[src/rtl/never8_pkg.sv]
// Shared types and constants for the never8 instruction fetch unit.
// Holds the fetch FSM encoding, default bus widths and the length-flag position.
package never8_pkg;

    localparam int unsigned ADDR_W_DEF = 8;
    localparam int unsigned DATA_W_DEF = 8;
    localparam int unsigned LEN_BIT    = 7;

    typedef enum logic [1:0] {
        ISSUE     = 2'd0,
        LATCH_OP  = 2'd1,
        LATCH_ARG = 2'd2,
        HOLD      = 2'd3
    } fetch_state_t;

    // Instruction length in bytes, from the opcode length flag.
    function automatic int unsigned instr_len(input logic len_flag);
        return len_flag ? 32'd2 : 32'd1;
    endfunction

endpackage

[src/rtl/instr_fetch_if.sv]
// Fetch-unit bus: program memory read port, redirect input and decoder handshake.
// master = fetch unit, slave = memory/decoder side.
interface instr_fetch_if
    import never8_pkg::*;
#(
    parameter int unsigned ADDR_W = ADDR_W_DEF,
    parameter int unsigned DATA_W = DATA_W_DEF
);

    logic [ADDR_W-1:0] mem_address;
    logic [DATA_W-1:0] mem_data;
    logic              jump_en;
    logic [ADDR_W-1:0] jump_addr;
    logic              instr_valid;
    logic              instr_ready;
    logic [DATA_W-1:0] opcode;
    logic [DATA_W-1:0] operand;
    logic [ADDR_W-1:0] pc_out;

    modport master (
        output mem_address,
        output instr_valid,
        output opcode,
        output operand,
        output pc_out,
        input  mem_data,
        input  jump_en,
        input  jump_addr,
        input  instr_ready
    );

    modport slave (
        input  mem_address,
        input  instr_valid,
        input  opcode,
        input  operand,
        input  pc_out,
        output mem_data,
        output jump_en,
        output jump_addr,
        output instr_ready
    );

endinterface

[src/rtl/instr_fetch.sv]
// Variable-length (1/2 byte) instruction fetch from a sync-read program memory,
// presenting whole instructions to the decoder with a valid/ready handshake.
module instr_fetch
    import never8_pkg::*;
#(
    parameter int unsigned       ADDR_W   = ADDR_W_DEF,
    parameter int unsigned       DATA_W   = DATA_W_DEF,
    parameter logic [ADDR_W-1:0] RESET_PC = '0
) (
    input logic           clk,
    input logic           reset_n,
    instr_fetch_if.master bus
);

    fetch_state_t      state_q, state_nx;
    logic [ADDR_W-1:0] pc_q, pc_nx;
    logic [ADDR_W-1:0] addr_q, addr_nx;
    logic [ADDR_W-1:0] pc_out_q, pc_out_nx;
    logic [DATA_W-1:0] opcode_q, opcode_nx;
    logic [DATA_W-1:0] operand_q, operand_nx;
    logic              valid_q, valid_nx;

    // State and output registers; reset overrides jump and handshake.
    always_ff @(posedge clk) begin
        if (!reset_n) begin
            state_q   <= ISSUE;
            pc_q      <= RESET_PC;
            addr_q    <= RESET_PC;
            pc_out_q  <= RESET_PC;
            opcode_q  <= '0;
            operand_q <= '0;
            valid_q   <= 1'b0;
        end else begin
            state_q   <= state_nx;
            pc_q      <= pc_nx;
            addr_q    <= addr_nx;
            pc_out_q  <= pc_out_nx;
            opcode_q  <= opcode_nx;
            operand_q <= operand_nx;
            valid_q   <= valid_nx;
        end
    end

    // Next state; mem_address is registered, so it is loaded for the state being entered.
    always_comb begin
        state_nx   = state_q;
        pc_nx      = pc_q;
        addr_nx    = addr_q;
        pc_out_nx  = pc_out_q;
        opcode_nx  = opcode_q;
        operand_nx = operand_q;
        valid_nx   = 1'b0;

        case (state_q)
            ISSUE: begin
                state_nx = LATCH_OP;
                addr_nx  = pc_q + ADDR_W'(1);
            end
            LATCH_OP: begin
                opcode_nx = bus.mem_data;
                pc_out_nx = pc_q;
                if (bus.mem_data[LEN_BIT]) begin
                    state_nx = LATCH_ARG;
                end else begin
                    operand_nx = '0;
                    state_nx   = HOLD;
                    valid_nx   = 1'b1;
                end
            end
            LATCH_ARG: begin
                operand_nx = bus.mem_data;
                state_nx   = HOLD;
                valid_nx   = 1'b1;
            end
            HOLD: begin
                if (bus.instr_ready) begin
                    pc_nx    = pc_q + ADDR_W'(instr_len(opcode_q[LEN_BIT]));
                    addr_nx  = pc_nx;
                    state_nx = ISSUE;
                end else begin
                    valid_nx = 1'b1;
                end
            end
            default: begin
                state_nx = ISSUE;
                addr_nx  = pc_q;
            end
        endcase

        // A redirect discards any partial or held instruction; its target wins for pc.
        if (bus.jump_en) begin
            pc_nx    = bus.jump_addr;
            addr_nx  = bus.jump_addr;
            state_nx = ISSUE;
            valid_nx = 1'b0;
        end
    end

    assign bus.mem_address = addr_q;
    assign bus.instr_valid = valid_q;
    assign bus.opcode      = opcode_q;
    assign bus.operand     = operand_q;
    assign bus.pc_out      = pc_out_q;

endmodule

[src/flat_wrapper.sv]
// flat-port wrapper written by rule: the top's interface ports become plain ports
module instr_fetch_flat import never8_pkg::*;
#(
    parameter int unsigned       ADDR_W   = ADDR_W_DEF,
    parameter int unsigned       DATA_W   = DATA_W_DEF,
    parameter logic [ADDR_W-1:0] RESET_PC = '0
)
  (clk, reset_n, bus_mem_address, bus_instr_valid, bus_opcode, bus_operand, bus_pc_out, bus_mem_data, bus_jump_en, bus_jump_addr, bus_instr_ready);
  instr_fetch_if #(.ADDR_W(ADDR_W), .DATA_W(DATA_W)) bus_i ();
  input logic clk;
  input logic reset_n;
  output wire logic [$bits(bus_i.mem_address)-1:0] bus_mem_address;
  output wire logic [$bits(bus_i.instr_valid)-1:0] bus_instr_valid;
  output wire logic [$bits(bus_i.opcode)-1:0] bus_opcode;
  output wire logic [$bits(bus_i.operand)-1:0] bus_operand;
  output wire logic [$bits(bus_i.pc_out)-1:0] bus_pc_out;
  input wire logic [$bits(bus_i.mem_data)-1:0] bus_mem_data;
  input wire logic [$bits(bus_i.jump_en)-1:0] bus_jump_en;
  input wire logic [$bits(bus_i.jump_addr)-1:0] bus_jump_addr;
  input wire logic [$bits(bus_i.instr_ready)-1:0] bus_instr_ready;
  assign bus_mem_address = bus_i.mem_address;
  assign bus_instr_valid = bus_i.instr_valid;
  assign bus_opcode = bus_i.opcode;
  assign bus_operand = bus_i.operand;
  assign bus_pc_out = bus_i.pc_out;
  assign bus_i.mem_data = bus_mem_data;
  assign bus_i.jump_en = bus_jump_en;
  assign bus_i.jump_addr = bus_jump_addr;
  assign bus_i.instr_ready = bus_instr_ready;
  instr_fetch #(.ADDR_W(ADDR_W), .DATA_W(DATA_W), .RESET_PC(RESET_PC)) u_core (.clk(clk), .reset_n(reset_n), .bus(bus_i));
endmodule
[config.mk]
export PLATFORM = sky130hd
export DESIGN_NAME = instr_fetch_flat
export DESIGN_NICKNAME = d
export VERILOG_FILES = /design/src/rtl/never8_pkg.sv /design/src/rtl/instr_fetch_if.sv /design/src/rtl/instr_fetch.sv /design/src/flat_wrapper.sv
export SDC_FILE = /design/constraint.sdc
export NUM_CORES = 1
export LEC_CHECK = 0
export CAP_MARGIN = 10
export CORE_ASPECT_RATIO = 0.9
export CORE_UTILIZATION = 49
export CTS_CLUSTER_SIZE = 40
export DETAILED_ROUTE_END_ITERATION = 8
export HOLD_SLACK_MARGIN = 0.1
export PLACE_DENSITY = 0.76
export SYNTH_ARGS = -nofsm -noshare
export SYNTH_HDL_FRONTEND = slang
export SYNTH_SLANG_ARGS = --single-unit
export TNS_END_PERCENT = 50
[constraint.sdc]
create_clock -name clk -period 2.18 [get_ports clk]
set_input_delay 0.545 -clock clk [delete_from_list [all_inputs] [get_ports clk]]
set_output_delay 0.545 -clock clk [all_outputs]
set_load 0.01 [all_outputs]
==> run metrics, run 1 <==
Cell variety after synth 43; largest net degree at the start of global routing 18; final setup violation count 0; area grow syn2layout 32.81%; final worst path period share 88.16%; IO Port Bufs 52; Core Util, Final 69.88%; Synth area leader dfxtp_1; top cells by count, synth dfxtp_1, mux2i_1, nor2b_1, nand2_1, o21ai_0; post-synthesis async set-or-reset flop share 0%; Post-Route WL 4877 um; RR Endpoint u_core.bus.mem_address[4]; layout net count 329; cell area after synthesis 2216 um2; Post-synth top flop dfxtp_1; share of the synthesized area in the top cell type 38.85%; routed via count 1904; Filler Cells Inserted 358; initial core utilization 52.61%; final hold violation count 0; maximum clock rate 520.3 MHz; Slew HR 69.17%; Post-synth EDFFs 0; required time worst endpoint 2.39 ns; Worst-Skew Late Latency 0.30 ns; max_cap viols 0; ranking of synthesized cells by area dfxtp_1, mux2i_1, nor2b_1; I/O Pins 53; CP Launch Type flop; initial antenna violation count 0; reg2reg start u_core.bus.opcode[7]; Worst EP arrival 2.13 ns; hold crit path type flop to flop; hold_buf cts 0; Pre-antenna DRT Iters 4; RSZ-0062 raised after global routing no; CTS tree built; skew final 0.005715 ns; die width 72.89 um; Core Footprint 4212 um2; final antenna-violating net count 0; die area 4795 um2; Mapped Cells 246; Root Buffer clkbuf_8; Pins Over Slew Limit 0; Crit Path Class flop to flop; first-pass GRT wire length 8466 um; H-tree depth 2; clk slew on worst S/H paths 0.08 ns; CTS sink cnt 43; total power 1.745 mW; synthesized flop and latch total 43; vias per cell 5.260; sequential share of the synthesized area 38.85%; Clock Path Buffers 2; share of layout cells above drive strength 1 10.26%; Residual DRC 0; pwr dens 593.1 nW/um2; Critical Path End Type flop; HP Start u_core.bus.mem_address[0]; Leakage 1.072 nW; GRT overflow 0; Worst Tran Pin Value 0.4615 ns; # diodes 0; Ys Warns 0; Worst R2R Setup Slack 0.26 ns; R2R depth 9; Final Wtd Congestion 0.8293; Crit. Startpoint u_core.bus.opcode[7]; dpl hpwl 3649 um; status finished, final reports clean; drt wl/cell 13.47 um; die height 65.80 um; Num CTS Buffers 5; IR drop worst, VDD 550.2 uV; Fin Setup TNS 0 ns; Iteration-0 DRC Markers 146; most common cell in the netlist dfxtp_1; Post-Place Setup Slack 0.09885 ns; Syn Nets 274; Total GRT Usage 22.98%; Worst Setup EP u_core.bus.mem_address[4]; minimum clock period 1.922 ns; Final WS setup 0.2582 ns; Cell Rows 22; crit-path max FO 4; syn_area_per_cell 9.008 um2; vias in the first global route 1798
how the worst min path moves through the flow:
stage,depth (start not counted),end,slack (ns)
after detailed placement,2,u_core.bus.mem_address[0],0.45
after floorplan,2,u_core.bus.mem_address[0],0.48
after global placement,2,u_core.bus.mem_address[0],0.45
after CTS,2,u_core.bus.mem_address[0],0.46
after global routing,2,u_core.bus.mem_address[6],0.48
final,2,u_core.bus.mem_address[0],0.46
sequential cells by signal, indices dropped and copies added, names as in the netlist:
register and flops:
u_core.pc_q 8, u_core.bus.instr_valid 1, u_core.bus.operand 8, u_core.bus.mem_address 8, u_core.bus.pc_out 8, u_core.bus.opcode 8, u_core.state_q 2
cell usage in the layout (no fill, tap or decap), drive strengths merged:
master,Yosys,routed
clkdlybuf4s50,0,52
dfxtp,43,43
mux2i,23,23
nor2b,20,20
o21ai,19,19
nand2,17,17
a21oi,14,14
buf,8,12
and2,11,11
nor2,9,9
xnor2,8,8
inv,8,8
clkbuf,8,8
nand3,7,7
ha,7,7
a22oi,6,6
xor2,5,5
nor3,5,5
nand2b,4,4
a211oi,4,4
a21boi,3,3
a21o,2,2
nand4,2,2
or3,2,2
o31ai,2,2
and4,1,1
and2b,1,1
a221oi,1,1
a32oi,1,1
o2111ai,1,1
a211o,1,1
o211ai,1,1
a31oi,1,1
fa,1,1
cells by family after synthesis:
group | share of synthesized area [%]
and+or+nand+nor | 19.65
AOI/OAI and AO/OA | 16.37
DFF | 38.85
buffers and inverters | 4.743
muxes | 10.39
xor gates and xnor gates | 5.138
adders and majority gates | 4.856
critical path, cell delays in order, from the launching register on:
cell and delay, ns:
dfxtp_1 0.34, inv_2 0.09, ha_2 0.22, inv_1 0.07, fa_2 0.36, nand2b_4 0.17, a21oi_2 0.14, xor2_1 0.17
nor2_1 0.06, o31ai_1 0.22
power breakdown:
group / switching [mW] / total, mW / internal [mW]
combinational: 0.150 / 0.327 / 0.177
sequential: 0.0343 / 0.862 / 0.828
clock: 0.267 / 0.556 / 0.289
total: 0.452 / 1.75 / 1.29
area by class of cell:
class	instances	area (um2)	area share (%)
Tap cell	60	75.07	2.551
Timing Repair Buffer	64	610.6	20.75
Multi-Input combinational cell	179	1266	43.03
Inverter	8	30.03	1.020
Clock buffer	8	100.1	3.401
Sequential cell	43	860.8	29.25
per-layer routing:
metal	routed length (um)	share of wire [%]	vias up	GRT usage, %
met5	0	0	-	0
met4	82	1.7	0	8.333
met3	212	4.3	7	4.116
met2	2184	45	51	35.28
met1	2397	49	894	32.16
li1	-	-	952	-
repair_timing:
action / in CTS / in global routing
buffers inserted: 0 / 0
gates resized for setup: 0 / 5
setup endpoints to repair: 0 / 2
through the flow:
stage / hold slack [ns] / instance area [um2] / cells
5_1_grt: 0.4841 / 2943 / 362
3_5_place_dp: 0.4491 / 2826 / 354
4_1_cts: 0.4604 / 2927 / 362
2_1_floorplan: 0.4751 / 2216 / 246
6_report: 0.4588 / 2943 / 362
3_3_place_gp: 0.4472 / 2826 / 354
No activity file was read; power rests on OpenSTA's default activity.
==> run 2, diff against run 1 <==
--- a/config.mk
+++ b/config.mk
@@ -10,8 +10,10 @@
 export CORE_UTILIZATION = 49
 export CTS_CLUSTER_SIZE = 40
 export DETAILED_ROUTE_END_ITERATION = 8
+export GPL_TIMING_DRIVEN = 0
 export HOLD_SLACK_MARGIN = 0.1
 export PLACE_DENSITY = 0.76
+export SLEW_MARGIN = 20
 export SYNTH_ARGS = -nofsm -noshare
 export SYNTH_HDL_FRONTEND = slang
 export SYNTH_SLANG_ARGS = --single-unit
==> constraint.sdc (replaced) <==
create_clock -name clk -period 2.18 [get_ports clk]
set_input_delay 0.327 -clock clk [delete_from_list [all_inputs] [get_ports clk]]
set_output_delay 0.327 -clock clk [all_outputs]
set_load 0.01 [all_outputs]
==> run 2 against run 1 <==
Core utilization shrank 0.83 points. Clock-buffer cell count shrank 2. Wire length grew 2.1%. Sequential cell count is the same. Maximum frequency shrank 3.9%. Sequential power is essentially flat. Non-clock buffer count grew 3. Largest cell class unchanged. Critical path type unchanged. Largest power group unchanged. Register-to-register slack lost 0.08 ns. Global-route usage grew 0.56 points. Via count shrank 0.74%. Critical path depth shrank 1. Final area shrank 1.2%.
==> run metrics, run 2 (synthesis results as in run 1) <==
Worst R2R Setup Slack 0.18 ns; drt wl/cell 13.68 um; Final Wtd Congestion 0.8236; RSZ-0062 raised after global routing no; Root Buffer clkbuf_8; required time worst endpoint 2.40 ns; layer with the highest usage met2; Fin Setup TNS 0 ns; initial antenna violation count 0; commonest non-fill, non-tap cells in the layout clkdlybuf4s50_1, dfxtp_1, mux2i_1; die area 4795 um2; Worst-Skew Late Latency 0.29 ns; vias per cell 5.192; Post-Route WL 4979 um; Cell Rows 22; CP Launch Type flop; Hold Path End u_core.bus.mem_address[6]; Post-Place Setup Slack 0.06550 ns; final setup violation count 0; largest net degree at the start of global routing 13; share of layout cells above drive strength 1 7.566%; Pre-antenna DRT Iters 4; HP Start u_core.bus.mem_address[6]; placed insts 357; reg2reg start u_core.pc_q[0]; # diodes 0; final worst path period share 91.76%; CTS sink cnt 43; Crit. Startpoint u_core.pc_q[0]; routed via count 1890; final antenna-violating net count 0; dpl hpwl 3704 um; met1 Use GR 31.50%; GRT overflow 0; skew final 0.008325 ns; pwr dens 611.0 nW/um2; grt met2 use 39.25%; area grow syn2layout 31.23%; hold_buf cts 0; status finished, final reports clean; IO Port Bufs 51; commonest non-fill, non-tap cell in the layout clkdlybuf4s50_1; RR Endpoint u_core.bus.mem_address[4]; Worst EP arrival 2.22 ns; Leakage 1.041 nW; die width 72.89 um; Core Footprint 4212 um2; WHS 0.4618 ns; Iteration-0 DRC Markers 125; hold crit path type flop to flop; Cell Count, Final, Fillers Out 364; Residual DRC 0; die height 65.80 um; maximum clock rate 499.9 MHz; crit-path max FO 7; Total GRT Usage 23.54%; Pins Over Slew Limit 0; Slew HR 51.76%; Final WS setup 0.1796 ns; first-pass GRT wire length 8562 um; R2R depth 8; Core Util, Final 69.04%; Clock Path Buffers 2; max_cap viols 0; layout net count 332; final hold violation count 0; WHS Path Cells 2; Num CTS Buffers 5; H-tree depth 2; Worst Tran Pin Value 0.7196 ns; IR drop worst, VDD 516.6 uV; initial core utilization 52.61%; I/O Pins 53; Critical Path End Type flop; crit-path cells ha_2 > inv_1 > fa_1 > nand2b_1 > a21oi_1 > xor2_1 > nor2_1 > o31ai_1; Crit Path Class flop to flop; minimum clock period 2.000 ns; met3 Usage GRT 4.116%; clk slew on worst S/H paths 0.08 ns; CTS tree built; slowest cell on the critical path dfxtp_2; CP max stage delay 0.42 ns; vias in the first global route 1798
[run 2: how the worst max path moves through the flow]
stage                                     end  slack, ns  depth (start not counted)
global placement    u_core.bus.mem_address[4]       0.09                          8
finish              u_core.bus.mem_address[4]       0.18                          8
global route        u_core.bus.mem_address[4]      0.001                          8
floorplan           u_core.bus.mem_address[4]       0.27                          8
CTS                 u_core.bus.mem_address[4]       0.05                          8
detailed placement  u_core.bus.mem_address[4]       0.07                          8
[run 2: per-layer routing]
metal	up-vias	part of all wire, %
li1	961	-
met1	871	49
met2	51	45
met3	7	4.8
met4	0	1.0
met5	-	0
[run 2: what timing repair did]
item / in CTS / in global routing
buffers inserted: 0 / 0
gates resized for setup: 0 / 3
endpoints found under the setup margin: 0 / 3
[run 2: layout make-up]
class | count | area, um2
Tap cell | 60 | 75.07
Sequential cell | 43 | 862.1
Clock buffer | 6 | 72.57
Multi-Input combinational cell | 179 | 1252
Clock inverter | 1 | 30.03
Fill cell | 358 | 1304
Buffer | 16 | 75.07
Timing Repair Buffer | 51 | 510.5
Inverter | 8 | 30.03
[run 2: worst max-delay path, delay by kind of cell, from the launching register on]
kind | cells | cell delay, ns
compound gates | 2 | 0.39
xor+xnor | 1 | 0.18
fa+ha+maj | 2 | 0.63
buf+inv | 1 | 0.06
flops | 1 | 0.42
simple gates | 2 | 0.26
[run 2: metrics by stage]
step / area, um2 / power [mW]
detailed placement: 2801 / 1.195
finish: 2908 / 1.777
floorplan: 2216 / 1.052
global route: 2908 / 1.868
global placement: 2801 / 1.189
CTS: 2904 / 1.798
[run 2: report_power, final]
group / switching, mW / internal [mW]
sequential: 0.0357 / 0.828
combinational: 0.149 / 0.167
clock: 0.261 / 0.336
